$ cat src/rtl/alu_issue.sv
// alu_issue: issue/writeback front end for the 16-bit arithmetic datapath.
//
// Decodes arithmetic-class instructions, reads the 8x16 register file and
// registers operands/opcode into the issue slot that feeds an external
// combinational ALU. One edge later the ALU result and its SZCV flags are
// committed, together with the IN/OUT/HLT side effects. The value being
// committed is forwarded to the instruction issuing on the same edge, so
// dependent instructions issue back to back without stalling.
//
// Ports:
//   clock, reset        rising-edge clock, asynchronous active-high reset
//   instr_valid/ready   instruction handshake (accept = valid && ready)
//   instr               [15:14]=11 class, [13:11] Rs, [10:8] Rd, [7:4] op3, [3:0] d
//   alu_AR/BR/d/opselect/isValid   registered issue slot driving the ALU
//   alu_out, alu_S/Z/C/V           ALU result and flags
//   alu_*Flag                      ALU commit controls
//   in_data             external value written by IN
//   out_data/out_valid  last OUT value and its one-cycle update pulse
//   szcv                flag register {S,Z,C,V}
//   halted              sticky halt, cleared only by reset
//   illegal             one-cycle pulse for an accepted undecodable instruction
module alu_issue #(
  parameter int WIDTH = 16,
  parameter int NREG  = 8
) (
  input  logic             clock,
  input  logic             reset,
  input  logic             instr_valid,
  output logic             instr_ready,
  input  logic [15:0]      instr,
  output logic [WIDTH-1:0] alu_AR,
  output logic [WIDTH-1:0] alu_BR,
  output logic [3:0]       alu_d,
  output logic [3:0]       alu_opselect,
  output logic             alu_isValid,
  input  logic [WIDTH-1:0] alu_out,
  input  logic             alu_S,
  input  logic             alu_Z,
  input  logic             alu_C,
  input  logic             alu_V,
  input  logic             alu_iRdWriteFlag,
  input  logic             alu_SZCVWriteFlag,
  input  logic             alu_inputFlag,
  input  logic             alu_outputFlag,
  input  logic             alu_HaltFlag,
  input  logic [WIDTH-1:0] in_data,
  output logic [WIDTH-1:0] out_data,
  output logic             out_valid,
  output logic [3:0]       szcv,
  output logic             halted,
  output logic             illegal
);

  localparam logic [3:0] OpMov  = 4'b0110;
  localparam logic [3:0] OpHlt  = 4'b1111;
  localparam logic [3:0] OpBad0 = 4'b0111;
  localparam logic [3:0] OpBad1 = 4'b1110;

  logic [WIDTH-1:0] regs_q [NREG];
  logic [WIDTH-1:0] regs_d [NREG];
  logic [WIDTH-1:0] ar_q, ar_d, br_q, br_d;
  logic [WIDTH-1:0] outData_q, outData_d;
  logic [3:0]       d_q, d_d, op_q, op_d, szcv_q, szcv_d;
  logic [2:0]       rd_q, rd_d;
  logic             valid_q, valid_d;
  logic             outValid_q, outValid_d;
  logic             halted_q, halted_d;
  logic             illegal_q, illegal_d;

  logic [2:0]       rsField, rdField;
  logic [3:0]       opField, dField;
  logic             isLegal, accept, fwdEn;
  logic [WIDTH-1:0] writeVal, rsVal, rdVal;

  assign rsField = instr[13:11];
  assign rdField = instr[10:8];
  assign opField = instr[7:4];
  assign dField  = instr[3:0];

  assign isLegal = (instr[15:14] == 2'b11) && (opField != OpBad0) && (opField != OpBad1);

  // A HLT sitting in the issue slot blocks new work so nothing issues behind it.
  assign instr_ready = !halted_q && !(valid_q && (op_q == OpHlt));
  assign accept      = instr_valid && instr_ready;

  // Value being committed this cycle, also the forwarding source.
  assign writeVal = alu_inputFlag ? in_data : alu_out;
  assign fwdEn    = valid_q && alu_iRdWriteFlag;
  assign rsVal    = (fwdEn && (rsField == rd_q)) ? writeVal : regs_q[rsField];
  assign rdVal    = (fwdEn && (rdField == rd_q)) ? writeVal : regs_q[rdField];

  // Next-state logic: commit of the occupied issue slot, then issue of the
  // newly accepted instruction. Operand registers hold across bubbles and
  // illegal instructions; only the valid bit drops.
  always_comb begin
    regs_d     = regs_q;
    ar_d       = ar_q;
    br_d       = br_q;
    d_d        = d_q;
    op_d       = op_q;
    rd_d       = rd_q;
    szcv_d     = szcv_q;
    outData_d  = outData_q;
    halted_d   = halted_q;
    valid_d    = 1'b0;
    outValid_d = 1'b0;
    illegal_d  = 1'b0;

    if (valid_q) begin
      if (alu_iRdWriteFlag) begin
        regs_d[rd_q] = writeVal;
      end
      if (alu_SZCVWriteFlag) begin
        szcv_d = {alu_S, alu_Z, alu_C, alu_V};
      end
      if (alu_outputFlag) begin
        outData_d  = ar_q;
        outValid_d = 1'b1;
      end
      if (alu_HaltFlag) begin
        halted_d = 1'b1;
      end
    end

    if (accept) begin
      if (isLegal) begin
        valid_d = 1'b1;
        op_d    = opField;
        d_d     = dField;
        rd_d    = rdField;
        ar_d    = rsVal;
        br_d    = (opField == OpMov) ? rsVal : rdVal;
      end else begin
        illegal_d = 1'b1;
      end
    end
  end

  // State registers; reset discards any in-flight issue so nothing commits.
  always_ff @(posedge clock or posedge reset) begin
    if (reset) begin
      for (int i = 0; i < NREG; i++) begin
        regs_q[i] <= '0;
      end
      ar_q       <= '0;
      br_q       <= '0;
      d_q        <= '0;
      op_q       <= '0;
      rd_q       <= '0;
      szcv_q     <= '0;
      outData_q  <= '0;
      halted_q   <= 1'b0;
      valid_q    <= 1'b0;
      outValid_q <= 1'b0;
      illegal_q  <= 1'b0;
    end else begin
      regs_q     <= regs_d;
      ar_q       <= ar_d;
      br_q       <= br_d;
      d_q        <= d_d;
      op_q       <= op_d;
      rd_q       <= rd_d;
      szcv_q     <= szcv_d;
      outData_q  <= outData_d;
      halted_q   <= halted_d;
      valid_q    <= valid_d;
      outValid_q <= outValid_d;
      illegal_q  <= illegal_d;
    end
  end

  assign alu_AR       = ar_q;
  assign alu_BR       = br_q;
  assign alu_d        = d_q;
  assign alu_opselect = op_q;
  assign alu_isValid  = valid_q;
  assign out_data     = outData_q;
  assign out_valid    = outValid_q;
  assign szcv         = szcv_q;
  assign halted       = halted_q;
  assign illegal      = illegal_q;

endmodule
$ cat config.mk
export PLATFORM = sky130hd
export DESIGN_NAME = alu_issue
export DESIGN_NICKNAME = d
export VERILOG_FILES = /design/src/rtl/alu_issue.sv
export SDC_FILE = /design/constraint.sdc
export NUM_CORES = 1
export LEC_CHECK = 0
export CORE_UTILIZATION = 30
export CTS_BUF_LIST = sky130_fd_sc_hd__clkbuf_4 sky130_fd_sc_hd__clkbuf_8
export DETAILED_ROUTE_END_ITERATION = 12
export GPL_TIMING_DRIVEN = 1
export HOLD_SLACK_MARGIN = 0.15
export PLACE_DENSITY = 0.6
export SYNTH_ARGS = -nofsm -noshare
export SYNTH_HDL_FRONTEND = slang
export SYNTH_SLANG_ARGS = --single-unit
$ cat constraint.sdc
create_clock -name clock -period 14.2 [get_ports clock]
set_input_delay 1.42 -clock clock [delete_from_list [all_inputs] [get_ports clock]]
set_output_delay 1.42 -clock clock [all_outputs]
set_load 0.02 [all_outputs]
After elaboration in Yosys (flattened, before gate mapping)
Index checks and enable logic that the tools add are counted.
{"block": "word_totals", "regBits": 195, "inputBits": 60}
{"block": "op_classes", "mux": 19, "eq_ne": 7, "n_reduce_logical": 16, "n_bitwise": 3, "order_cmp": 4}
{"op": "16-bit 2-to-1 mux", "n": 9}
{"op": "128-bit bitwise mux", "n": 1}
{"op": "16-bit binary-select mux with 3-bit select", "n": 2}
{"op": "16-bit demux with 3-bit select", "n": 1}
{"op": "4-bit greater-or-equal comparator, second input constant", "n": 3}
{"op": "3-bit inverter with 4-bit output", "n": 3}
{"op": "2-bit AND reduction", "n": 5}
{"op": "1-bit logical AND", "n": 9}
{"op": "3-bit equality test", "n": 2}
{"op": "1-bit 2-to-1 mux", "n": 6}
{"op": "4-bit by 3-bit equality test with 1-bit output, second input constant", "n": 1}
{"op": "4-bit equality test, second input constant", "n": 1}
{"op": "4-bit by 1-bit less-than comparator with 1-bit output, second input constant", "n": 1}
{"op": "4-bit by 3-bit inequality test with 1-bit output, second input constant", "n": 1}
{"op": "4-bit inequality test, second input constant", "n": 1}
{"op": "2-bit equality test, second input constant", "n": 1}
{"op": "1-bit zero test", "n": 2}

Longest topological paths before layout
{"block": "logic_depth", "ltp_word": 6, "depth_mapped": 8, "mapped_depth_nobuf": 6}

Worst setup path before layout
No wires, ideal clock.
{"block": "synth_path", "kind": "in2reg", "from": "in instr[8]", "to": "reg br_q[0], in the netlist alu_BR[0]", "n_path_buf": 2, "path_slack_ns": 11.265, "arrival_ns": 2.803, "path_stages": 7, "setup_time_ns": 0.132, "path_cell_list": "buf_2 > buf_2 > mux4_2 > mux2i_1 > nand2_1 > a22oi_1 > o21ai_1"}
{"block": "synth_between", "elab_chain_len": 6}
{"item": "start: declaration", "line_no": "30", "text": "input logic [15:0] instr,"}
{"item": "3-bit inverter with 4-bit output (not written as such)", "line_no": "90", "text": "assign rdVal = (fwdEn && (rdField == rd_q)) ? writeVal : regs_q[rdField];"}
{"item": "16-bit binary-select mux with 3-bit select", "line_no": "90"}
{"item": "16-bit 2-to-1 mux (not written as such) (2 in series)", "line_no": "90"}
{"item": "16-bit 2-to-1 mux *", "line_no": "90"}
{"item": "16-bit 2-to-1 mux *", "line_no": "132", "text": "br_d = (opField == OpMov) ? rsVal : rdVal;"}
{"item": "end signal: assignment", "line_no": "159", "text": "br_q <= br_d;"}
{"item": "end: declaration", "line_no": "61", "text": "logic [WIDTH-1:0] ar_q, ar_d, br_q, br_d;"}
Mark *: on every way between the ends. The rest lies on a longest branch, timed or not. The select of a mux whose other input is x is not followed.
A chain may end at the register's enable or synchronous reset.

Final worst setup path
{"block": "layout_path", "from": "in instr[10]", "to": "reg br_q[2], in the netlist alu_BR[2]"}
Same word-level chain as after synthesis.

==> impl_metrics.py <==
metrics = {
    "floorplanning": {
        "io_pins": 125,
        "start_util_pct": 30.6,
        "rows": 65,
        "die_w_um": 182,
        "core_um2": 31700,
        "die_y_um": 182,
        "die_area_um2": 33100,
    },
    "cts": {
        "ctsHtreeMaxLevel": 4,
        "cts.sinks": 195,
        "post_cts_buffers": 0,
        "hold_buffers": 0,
        "clk_pin_slew_ns": 0.10,
        "insertion_delay_ns": 0.47,
        "cts.path.max_buffers": 2,
        "cts-buffers-inserted": 17,
        "cts_tree": "done",
        "cts_root_buf": "clkbuf_8",
        "ctsResizeCount": 0,
    },
    "pwr": {
        "vdd_drop_max_mv": 0.0590,
        "leakage_uw": 0.00524,
        "power.density_nw_per_um2": 151,
    },
    "setup_path": {
        "crit_path_max_fanout": 33,
        "reg2regPathDepth": 7,
        "cp.arrival_ns": 3.90,
        "slowest_delay_ns": 0.87,
        "r2r_end": "alu_AR[5]",
        "crit_slowest_cell": "nor4_4",
        "rr_startpoint": "alu_isValid",
        "cp.required_ns": 14.53,
        "path_delay_family": "buffers and inverters",
        "critPathKind": "in2reg",
        "path_cells": "clkdlybuf4s50_1 -> buf_4 -> xor2_1 -> nor4_4 -> a21oi_1 -> a22oi_1 -> o21ai_1",
        "cp-start-kind": "input port",
        "crit_path_end_kind": "flip-flop",
        "r2r_setup_slack_ns": 11.86,
        "path_buf_inv": 2,
    },
    "layout": {
        "layout_commonest_cell": "dfrtp_1",
        "area_growth_pct": 20.2,
        "final_cells": 1407,
        "multi_input_area_um2": 4480,
        "fin_util_pct": 36.8,
        "regArea_um2": 4880,
        "drive_above_1_share_pct": 14.7,
        "nNetsFinal": 1052,
        "layout_common_cells": "dfrtp_1, nand2_1, a21oi_1",
        "design_area_um2": 11700,
        "diodes": 0,
        "fill_cells": 3132,
    },
    "placement": {
        "dpl_cell_area_um2": 11200,
        "post-place-ws_ns": 10.16,
        "io_buffers": 124,
        "dp_hpwl_um": 16000,
        "place_inst": 1375,
        "gp_congestion": 0.821,
    },
    "grt": {
        "grt_pass1_wl_um": 39700,
        "overflow": 0,
        "grt_pass1_vias": 7015,
        "antenna_found_initial": 0,
        "grt_start_max_net_pins": 127,
        "grt_usage_pct": 15.3,
    },
    "drt": {
        "wl_um": 24700,
        "drcViolationCount": 0,
        "ant_nets": 0,
        "vias": 7072,
        "drt_first_pass_iters": 5,
        "wl_per_cell_um": 17.6,
        "viasPerCell": 5.03,
        "initialDrtViolationCount": 507,
    },
    "synthesis": {
        "ys_seq_elements": 195,
        "synth_fp_nets": 974,
        "synthCells": 914,
        "synth_warnings": 0,
        "synth_cell_types": 36,
        "syn_area_per_cell_um2": 10.6,
        "synth_area_leaders": "dfrtp_1, mux4_2, a21oi_1",
        "ys_seq_area_share_pct": 50.3,
        "yosysTopAreaCell": "dfrtp_1",
        "synth_area_um2": 9700,
        "synth_top_area_share_pct": 50.3,
    },
    "sta": {
        "tns_ns": 0,
        "setup_ws_ns": 10.63,
        "finClkSkew_ns": 0.0207,
        "worstMarginPinSlew_ns": 1.20,
        "fin_crit_ns": 3.57,
        "fin_crit_sh_pct": 25.1,
        "drv_slew": 0,
        "fmax_ghz": 0.280,
        "slew_headroom_pct": 17.4,
        "hold_viol_final": 0,
        "rsz0062_at_grt": "no",
        "finalSetupViolations": 0,
    },
    "run": {
        "maxCapViolations": 0,
    },
    "min_path": {
        "hold-path-cell-count": 2,
        "hold_class": "reg2reg",
        "worstHoldStart": "alu_d[0]",
        "min_to": "alu_d[0]",
    },
    "status": {
        "status": "finished clean",
    },
}
cell families (layout without fill, tap and decap cells):
| family | after synthesis | after routing | synth area share [%] |
|---|---|---|---|
| simple gates | 299 | 299 | 12.4 |
| flops | 195 | 195 | 50.3 |
| xor+xnor | 7 | 7 | 0.632 |
| buf+inv | 86 | 177 | 4.00 |
| compound gates | 194 | 194 | 10.7 |
| mux | 133 | 133 | 22.0 |
worst max-delay path by stage:
stage | start | end | slack (ns) | cells after the start
floorplan | reset | alu_AR[0] | 7.47 | 1
global placement | instr[10] | alu_BR[15] | 10.18 | 7
detailed placement | instr[10] | alu_BR[6] | 10.16 | 7
CTS | alu_isValid | instr_ready | 10.61 | 3
global route | instr[10] | alu_BR[6] | 10.51 | 7
finish | instr[10] | alu_BR[2] | 10.63 | 7
cell usage after synthesis (all sizes together):
master / number
a22oi: 11
a32oi: 4
inv: 3
o211a: 1
buf: 32
xor2: 6
o21ai: 44
a211oi: 1
nand3: 17
or3: 2
mux4: 62
a211o: 1
dfrtp: 195
mux2i: 50
nor2: 106
mux2: 21
clkbuf: 51
nor4: 3
and3: 1
a21o: 2
or4: 3
nand2b: 4
a31oi: 2
a21oi: 127
nand2: 158
xnor2: 1
o22ai: 1
nor3: 5
area by class of cell:
cell class,instances,share of cell area [%]
clock buffer,20,2.31
clock inverter,12,1.23
inverter,3,0.161
multi-input combinational,633,38.4
sequential,195,41.8
tap,402,4.31
timing repair buffer,142,11.7
flip-flops by register name (all words and copies together), names as in the netlist:
signal and flops:
rd_q 3, halted 1, alu_AR 16, out_valid 1, regs_q 128, alu_isValid 1
alu_opselect 4, szcv 4, illegal 1, alu_BR 16, out_data 16, alu_d 4
power by group:
part	internal, µW	switching [µW]	total (µW)	leakage, µW
clock network	172	209	382	0.000212
registers	709	118	827	0.00260
logic	287	261	548	0.00242
total	1170	588	1760	0.00524
per-layer routing:
layer / vias up / share of wire, % / track usage [%]
met1: 3488 / 46 / 20.9
met3: 20 / 5.2 / 2.65
met4: 0 / 1.3 / 4.54
met2: 197 / 47 / 25.0
li1: 3367 / - / -
met5: - / 0 / 0
worst min-delay path, cell delays in order, from the launching register on:
cell and delay, ns:
dfrtp_1 0.35, nand2_1 0.05, nand2_1 0.06
metrics by stage:
stage	hold WS, ns	power (µW)
after floorplan	0.462	1170
after global placement	0.461	1370
after detailed placement	0.464	1390
after CTS	0.489	1770
after global routing	0.521	1860
final	0.484	1760
Power figures use the tool's default switching activity.
